[config.mk]
export PLATFORM = sky130hd
export DESIGN_NAME = jtcps1_vram_arb
export DESIGN_NICKNAME = d
export VERILOG_FILES = /design/src/rtl/jtcps1_vram_arb.sv
export SDC_FILE = /design/constraint.sdc
export NUM_CORES = 1
export LEC_CHECK = 0
export ABC_CLOCK_PERIOD_IN_PS = 2060
export CAP_MARGIN = 30
export CELL_PAD_IN_SITES_DETAIL_PLACEMENT = 1
export CELL_PAD_IN_SITES_GLOBAL_PLACEMENT = 2
export CORE_ASPECT_RATIO = 0.5
export CORE_MARGIN = 2
export CORE_UTILIZATION = 36
export CTS_CLUSTER_DIAMETER = 80
export DETAILED_ROUTE_END_ITERATION = 12
export DONT_BUFFER_PORTS = 1
export GPL_ROUTABILITY_DRIVEN = 0
export PLACE_DENSITY_LB_ADDON = 0.05
export SLEW_MARGIN = 40
export SYNTH_ARGS = -nofsm -noshare
export SYNTH_HDL_FRONTEND = slang
export SYNTH_SLANG_ARGS = --single-unit
[constraint.sdc]
create_clock -name clk -period 2.06 [get_ports clk]
set_clock_uncertainty 0.05 [all_clocks]
set_input_delay 0.206 -clock clk [delete_from_list [all_inputs] [get_ports clk]]
set_output_delay 0.206 -clock clk [all_outputs]
set_load 0.02 [all_outputs]
[src/rtl/jtcps1_vram_arb.sv]
// jtcps1_vram_arb
// ---------------------------------------------------------------------------
// Shares one VRAM/SDRAM read port among three video DMA requesters:
// palette copy (pal), object table copy (obj) and row-scroll fetch (scr).
// The bus is borrowed from the main CPU with busreq/busack, and it is held
// for IDLE_REL idle cycles after the last request so that back-to-back
// requesters can skip a new handshake.
//
// Fixed priority pal > obj > scr applies only when a grant is chosen. Once a
// requester is granted, it keeps the port until its cs falls.
//
// Ports
//   clk, rst                     clock, asynchronous active-high reset
//   {pal,obj,scr}_cs/_addr       requester strobe (held to last word) + addr
//   {pal,obj,scr}_ok             combinational data-valid per requester
//   vram_addr, vram_cs, vram_ok  read port toward VRAM/SDRAM
//   busreq, busack               CPU bus sharing handshake
// ---------------------------------------------------------------------------
module jtcps1_vram_arb #(
  parameter int IDLE_REL = 4
) (
  input  logic        clk,
  input  logic        rst,
  input  logic        pal_cs,
  input  logic        obj_cs,
  input  logic        scr_cs,
  input  logic [17:1] pal_addr,
  input  logic [17:1] obj_addr,
  input  logic [17:1] scr_addr,
  output logic        pal_ok,
  output logic        obj_ok,
  output logic        scr_ok,
  output logic [17:1] vram_addr,
  output logic        vram_cs,
  input  logic        vram_ok,
  output logic        busreq,
  input  logic        busack
);

  typedef enum logic [2:0] {
    S_IDLE,
    S_WAIT_ACK,
    S_GRANT,
    S_SWITCH,
    S_HOLD
  } state_t;

  typedef enum logic [1:0] {
    G_NONE,
    G_PAL,
    G_OBJ,
    G_SCR
  } gnt_t;

  // Counter holds values 0..IDLE_REL-1; sized for IDLE_REL itself to keep
  // saturation headroom.
  localparam int CW = (IDLE_REL < 2) ? 1 : $clog2(IDLE_REL + 1);
  localparam logic [CW-1:0] REL_LAST = CW'(IDLE_REL - 1);
  localparam logic [CW-1:0] CNT_MAX  = '1;

  state_t         state_q, state_d;
  gnt_t           grant_q, grant_d;
  logic           busreq_q, busreq_d;
  logic           vcs_q, vcs_d;
  logic [17:1]    vaddr_q, vaddr_d;
  logic [CW-1:0]  cnt_q, cnt_d;

  logic           any_cs;
  logic           gnt_cs;
  logic [17:1]    gnt_addr;
  gnt_t           pick_gnt;
  logic [17:1]    pick_addr;

  assign any_cs = pal_cs | obj_cs | scr_cs;

  // Strobe/address of the currently latched grant.
  always_comb begin
    gnt_cs   = 1'b0;
    gnt_addr = '0;
    case (grant_q)
      G_PAL:   begin gnt_cs = pal_cs; gnt_addr = pal_addr; end
      G_OBJ:   begin gnt_cs = obj_cs; gnt_addr = obj_addr; end
      G_SCR:   begin gnt_cs = scr_cs; gnt_addr = scr_addr; end
      default: begin gnt_cs = 1'b0;   gnt_addr = '0;       end
    endcase
  end

  // Fixed-priority pick, used only where a fresh grant is chosen.
  always_comb begin
    pick_gnt  = G_NONE;
    pick_addr = '0;
    if (pal_cs) begin
      pick_gnt  = G_PAL;
      pick_addr = pal_addr;
    end else if (obj_cs) begin
      pick_gnt  = G_OBJ;
      pick_addr = obj_addr;
    end else if (scr_cs) begin
      pick_gnt  = G_SCR;
      pick_addr = scr_addr;
    end
  end

  always_comb begin
    state_d  = state_q;
    grant_d  = grant_q;
    busreq_d = busreq_q;
    vcs_d    = vcs_q;
    vaddr_d  = vaddr_q;
    cnt_d    = cnt_q;

    case (state_q)
      S_IDLE: begin
        vcs_d = 1'b0;
        if (any_cs) begin
          busreq_d = 1'b1;
          state_d  = S_WAIT_ACK;
        end
      end

      S_WAIT_ACK: begin
        vcs_d = 1'b0;
        if (!any_cs) begin
          grant_d = G_NONE;
          cnt_d   = '0;
          state_d = S_HOLD;
        end else if (busack) begin
          // A grant retained across a busack drop resumes first, so a
          // requester interrupted mid-burst is not overtaken.
          if (grant_q != G_NONE && gnt_cs) begin
            vaddr_d = gnt_addr;
          end else begin
            grant_d = pick_gnt;
            vaddr_d = pick_addr;
          end
          vcs_d   = 1'b1;
          state_d = S_GRANT;
        end
      end

      S_GRANT: begin
        if (!busack) begin
          // CPU took the bus back: stop reading, keep the grant.
          vcs_d   = 1'b0;
          state_d = S_WAIT_ACK;
        end else if (gnt_cs) begin
          vcs_d   = 1'b1;
          vaddr_d = gnt_addr;
        end else begin
          vcs_d   = 1'b0;
          grant_d = G_NONE;
          if (any_cs) begin
            state_d = S_SWITCH;
          end else begin
            cnt_d   = '0;
            state_d = S_HOLD;
          end
        end
      end

      // Single dead cycle between two grants; the priority decision is
      // made here so that a cs rising together with the old cs falling is
      // arbitrated fairly.
      S_SWITCH: begin
        vcs_d = 1'b0;
        if (any_cs) begin
          grant_d = pick_gnt;
          vaddr_d = pick_addr;
          vcs_d   = 1'b1;
          state_d = S_GRANT;
        end else begin
          cnt_d   = '0;
          state_d = S_HOLD;
        end
      end

      S_HOLD: begin
        vcs_d = 1'b0;
        if (any_cs) begin
          grant_d = pick_gnt;
          vaddr_d = pick_addr;
          vcs_d   = 1'b1;
          cnt_d   = '0;
          state_d = S_GRANT;
        end else if (cnt_q >= REL_LAST) begin
          busreq_d = 1'b0;
          cnt_d    = '0;
          state_d  = S_IDLE;
        end else if (cnt_q != CNT_MAX) begin
          cnt_d = cnt_q + 1'b1;
        end
      end

      default: begin
        state_d  = S_IDLE;
        grant_d  = G_NONE;
        busreq_d = 1'b0;
        vcs_d    = 1'b0;
        cnt_d    = '0;
      end
    endcase
  end

  always_ff @(posedge clk or posedge rst) begin
    if (rst) begin
      state_q  <= S_IDLE;
      grant_q  <= G_NONE;
      busreq_q <= 1'b0;
      vcs_q    <= 1'b0;
      vaddr_q  <= '0;
      cnt_q    <= '0;
    end else begin
      state_q  <= state_d;
      grant_q  <= grant_d;
      busreq_q <= busreq_d;
      vcs_q    <= vcs_d;
      vaddr_q  <= vaddr_d;
      cnt_q    <= cnt_d;
    end
  end

  assign busreq    = busreq_q;
  assign vram_cs   = vcs_q;
  assign vram_addr = vaddr_q;

  // vram_data is shared; only the strobe is steered. Gating with vram_cs
  // drops any late vram_ok after a grant ends or reset hits.
  assign pal_ok = vram_ok & vcs_q & (grant_q == G_PAL);
  assign obj_ok = vram_ok & vcs_q & (grant_q == G_OBJ);
  assign scr_ok = vram_ok & vcs_q & (grant_q == G_SCR);

endmodule

Word-level counts from Yosys, hierarchy flattened
Index checks and enable logic that the tools add are counted.
{"block": "word_totals", "register_bits": 27, "input_bits": 58, "output_inout_bits": 22, "word_cells": 99}
{"block": "classes", "add_sub_neg": 1, "order_cmp": 1, "eq_ne": 22, "n_mux": 49, "bitwise_logic": 8, "reduce_logical": 12}
{"cell": "2-to-1 mux 17 bit", "n": 9}
{"cell": "one-hot mux 17 bit (3 select lines)", "n": 2}
{"cell": "2-to-1 mux 3 bit", "n": 15}
{"cell": "2-to-1 mux 2 bit", "n": 9}
{"cell": "!= test 2 bit (second input constant)", "n": 8}
{"cell": "!= test 3 bit (second input constant)", "n": 5}
{"cell": "one-hot mux 3 bit (5 select lines)", "n": 1}
{"cell": "one-hot mux 3 bit (4 select lines)", "n": 1}
{"cell": "AND reduction 4 bit", "n": 3}
{"cell": "AND reduction 6 bit", "n": 2}
{"cell": "one-hot mux 1 bit (3 select lines)", "n": 3}
{"cell": "2-to-1 mux 1 bit", "n": 8}
{"cell": "one-hot mux 2 bit (4 select lines)", "n": 1}
{"cell": "== test 3 x 2 -> 1 bit (second input constant)", "n": 2}
{"cell": "bitwise AND 1 bit", "n": 4}
{"cell": "== test 2 bit (second input constant)", "n": 2}
{"cell": "!= test 4 bit (second input constant)", "n": 1}
{"cell": "OR reduction 2 bit", "n": 2}
{"cell": "adder 3 x 1 -> 3 bit (second input constant)", "n": 1}
{"cell": "== test 3 x 1 -> 1 bit (second input constant)", "n": 1}
{"cell": "== test 3 bit (second input constant)", "n": 1}
{"cell": "greater-or-equal comparator 3 x 2 -> 1 bit (second input constant)", "n": 1}
{"cell": "zero test 3 bit", "n": 1}
{"cell": "nonzero test 3 bit", "n": 1}
{"cell": "other kinds (7)", "n": 9}

Logic depth before layout (Yosys ltp)
{"block": "depth", "word_depth": 7, "ltp_mapped": 9}

Least setup slack after synthesis
Ideal clock, no wire load.
{"block": "synth_path", "kind": "reg-to-reg", "start": "reg grant_q[0]", "end": "reg vaddr_q (netlist bit vram_addr[12])", "setup_time_ns": 0.130, "t_arrival_ns": 1.656, "path_slack_ns": 0.224, "stages_incl_launch_ff": 8, "path_buffers": 2, "period_less_slack_ns": 1.836, "cell_sequence": "dfrtp_1 > buf_6 > nor2b_4 > a22o_4 > buf_6 > mux2_4 > a222oi_1 > a21oi_1"}
{"block": "synth_via", "elab_chain_len": 7}
{"element": "start: declaration", "line": "62", "rtl": "gnt_t grant_q, grant_d;"}
{"element": "start signal: assignment", "line": "214", "rtl": "grant_q <= grant_d;"}
{"element": "== test 2 bit / == test 2 x 1 -> 1 bit (equally long branches)", "line": "80", "rtl": "case (grant_q)"}
{"element": "one-hot mux 1 bit (3 select lines)", "line": "80"}
{"element": "logical AND 1 bit", "line": "130", "rtl": "if (grant_q != G_NONE && gnt_cs) begin"}
{"element": "2-to-1 mux 17 bit", "line": "130"}
{"element": "2-to-1 mux 17 bit", "line": "127", "rtl": "end else if (busack) begin"}
{"element": "2-to-1 mux 17 bit", "line": "123", "rtl": "if (!any_cs) begin"}
{"element": "one-hot mux 17 bit (3 select lines)", "line": "112", "rtl": "case (state_q)"}
{"element": "end signal: assignment", "line": "217", "rtl": "vaddr_q <= vaddr_d;"}
{"element": "end: declaration", "line": "65", "rtl": "logic [17:1] vaddr_q, vaddr_d;"}
Several ways; a longest one is shown, not always the timed one. The select of a mux whose other input is x is not followed.
A chain may end at the register's enable or synchronous reset.

Final worst setup path
{"block": "layout_path", "start": "reg grant_q[0]", "end": "reg vaddr_q (netlist bit vram_addr[3])"}
The elaborated chain is that of the path after synthesis.

==> flow_summary.ini <==
[status]
status = completed

[global_routing]
grt_pass1_wl_um = 12900
use_met2_pct = 38.6
grt.met3_usage_pct = 6.07
grt-ovfl-total = 0
track_usage_pct = 21.1
grt_pass1_vias = 2525
grt.busiest_layer = met2
antenna_found_initial = 0
grt_util_met1_pct = 25.4
grt_max_degree = 40

[final_layout]
final_common_cell = a21oi_1
nets = 361
diodes = 0
syn_to_final_growth_pct = 7.20
final_cell_mix = 42 x a21oi_1, 34 x nor2_1, 27 x dfrtp_1, 17 x buf_4, 16 x inv_1
drive_gt1_share_pct = 15.7

[sta]
hold_viol = 0
worst_pin_slew_ps = 506
min_period_ps = 1990
period_share_pct = 96.5
finalSetupViolations = 0
slew_headroom_pct = 66.1
fmax_mhz = 503
whs_ps = 72.8
slew_violations = 0
setup_tns_ps = 0
rsz0062_at_grt = no

[die]
die_x_um = 122
start_util_pct = 37.5
ios = 80
coreArea_um2 = 6730
die_h_um = 63.2
std_cell_rows = 21
die-area_um2 = 7730

[worst_setup_path]
slowest_stage = dfrtp_1
crit_path_end_kind = flip-flop
arrival_ps = 2080
crit_top_cell = mux2_4
critPathKind = flip-flop to flip-flop
crit_chain = mux2_4 -> a22o_4 -> mux2_4 -> a222oi_1 -> a21oi_1
path_buf_inv = 0
setup.worst_path.start_class = flip-flop
required_ps = 2150
path_delay_family = compound AO/OA/AOI/OAI gates
slowest_delay_ps = 430
cp_max_fo = 15

[pwr]
power_density_nw_per_um2 = 1410
vdd_drop_max_uv = 413
p_leak_uw = 0.00108

[worst_hold_path]
hold_class = input pin to flip-flop

[cts]
clk-insertion-delay-late_ps = 270
htreeDepth = 1
cts_tree = yes
cts_root_buf = clkbuf_16
cts_made_buffers = 3
clock_sinks = 27
cts_buffer_depth = 2
clkSlewWorstSetupHoldPaths_ps = 80

[yosys]
syn_avg_cell_area_um2 = 8.26
synth_cell_type_count = 40
synth_cells = 305
synth_area_um2 = 2520
ys_warn_count = 0
ys_ff_latch = 27
seq_area_frac_synth_pct = 26.8
synth_fp_nets = 366

[detailed_routing]
routed-via-count = 2433
drc = 0
wire_per_inst_um = 21.3
drt-vias-per-instance = 6.22
totalWireLength_um = 8310
drt.antenna.violating_nets = 0
drt_iter0_markers = 126
first_pass_iters = 5

[placed_design]
post-dp-hpwl_um = 5890
io_buffers = 0

[flow_run]
cap_violations = 0
==> state kept, by name (all words and copies together) (netlist names) <==
name and count:
vram_addr 17, cnt_q 3, vram_cs 1, grant_q 2
state_q 3, busreq 1
==> logic make-up (layout without fill, tap and decap cells) <==
group / after synthesis / after routing / share of synthesized area (%)
adder cells (fa/ha/maj): 3 / 3 / 1.49
buffers and inverters: 46 / 39 / 9.38
AO/OA/AOI/OAI: 117 / 118 / 31.7
flip-flops: 27 / 27 / 26.8
AND/OR/NAND/NOR: 85 / 85 / 17.8
multiplexers: 27 / 27 / 12.9
==> where the power goes <==
group	switching [uW]	internal, uW
Combinational	1180	955
Sequential	432	770
Clock	200	263
==> metrics by stage <==
step           total power [uW]  util [%]  cell area [um2]  setup WS, ps  cells
2_1_floorplan              2920         -             2520           224    305
3_3_place_gp               3260      38.6             2590           137    385
3_5_place_dp               3320      38.6             2590          50.3    385
4_1_cts                    3790      39.9             2680          47.3    390
5_1_grt                    4100      40.2             2700          10.7    391
6_report                   3800      40.2             2700          71.8    391
==> what timing repair did <==
item,CTS,global route
endpoints found under the hold margin,27,0
resized for setup,0,2
hold buffers,1,0
buffers inserted,0,0
setup endpoints to repair,0,9
==> path summary, 6_finish.rpt <==
path | end | slack, ps | start | cells after the start
setup reg to reg | vram_addr[3] | 70 | grant_q[0] | 5
max in group asynchronous | vram_addr[17] | 1270 | rst | 3
hold reg to reg | cnt_q[0] | 500 | cnt_q[0] | 1
min in group asynchronous | vram_addr[6] | 400 | rst | 3
setup / recovery | vram_addr[3] | 70 | grant_q[0] | 5
hold / removal | state_q[0] | 70 | busack | 2
==> layout make-up <==
type | instances | area, um2
Fill cell | 830 | 4030
Tap cell | 92 | 115
Inverter | 16 | 60.1
Clock inverter | 1 | 5.00
Sequential cell | 27 | 676
Multi-Input combinational cell | 233 | 1620
Timing Repair Buffer | 19 | 149
Clock buffer | 3 | 75.1
==> worst reg2reg max path: cells and delay by family, from the launching register on <==
kind           cells  cell delay, ps
flip-flops         1             430
multiplexers       2             670
AO/OA/AOI/OAI      3             710
==> metal layers <==
metal  routed length [um]  vias up
li1                     -     1130
met5                    0        -
met2                 4060       50
met4                   61        0
met1                 3690     1247
met3                  495        6
==> synthesized netlist by cell type, drive strengths merged <==
library cell,number,area (um2)
a211oi,3,22.5
a22o,11,105
mux2,19,244
nor4,1,6.26
dfrtp,27,676
a31oi,12,75.1
nor2b,10,70.1
o21ai,6,30.0
nand2,7,26.3
or3,1,6.26
a221oi,10,87.6
or3b,1,8.76
a222oi,7,70.1
nand3,1,5.00
ha,3,37.5
o211ai,11,82.6
a2bb2oi,1,8.76
nand4,2,12.5
o32a,1,10.0
buf,21,141
clkbuf,9,35.0
inv,16,60.1
nand2b,12,75.1
nor3,5,30.0
a21oi,42,210
o22ai,1,6.26
nor2,34,128
a21o,2,15.0
mux2i,8,80.1
a22oi,10,75.1
and3,1,6.26
and2,1,6.26
nand3b,9,67.6
Power figures use the tool's default switching activity.
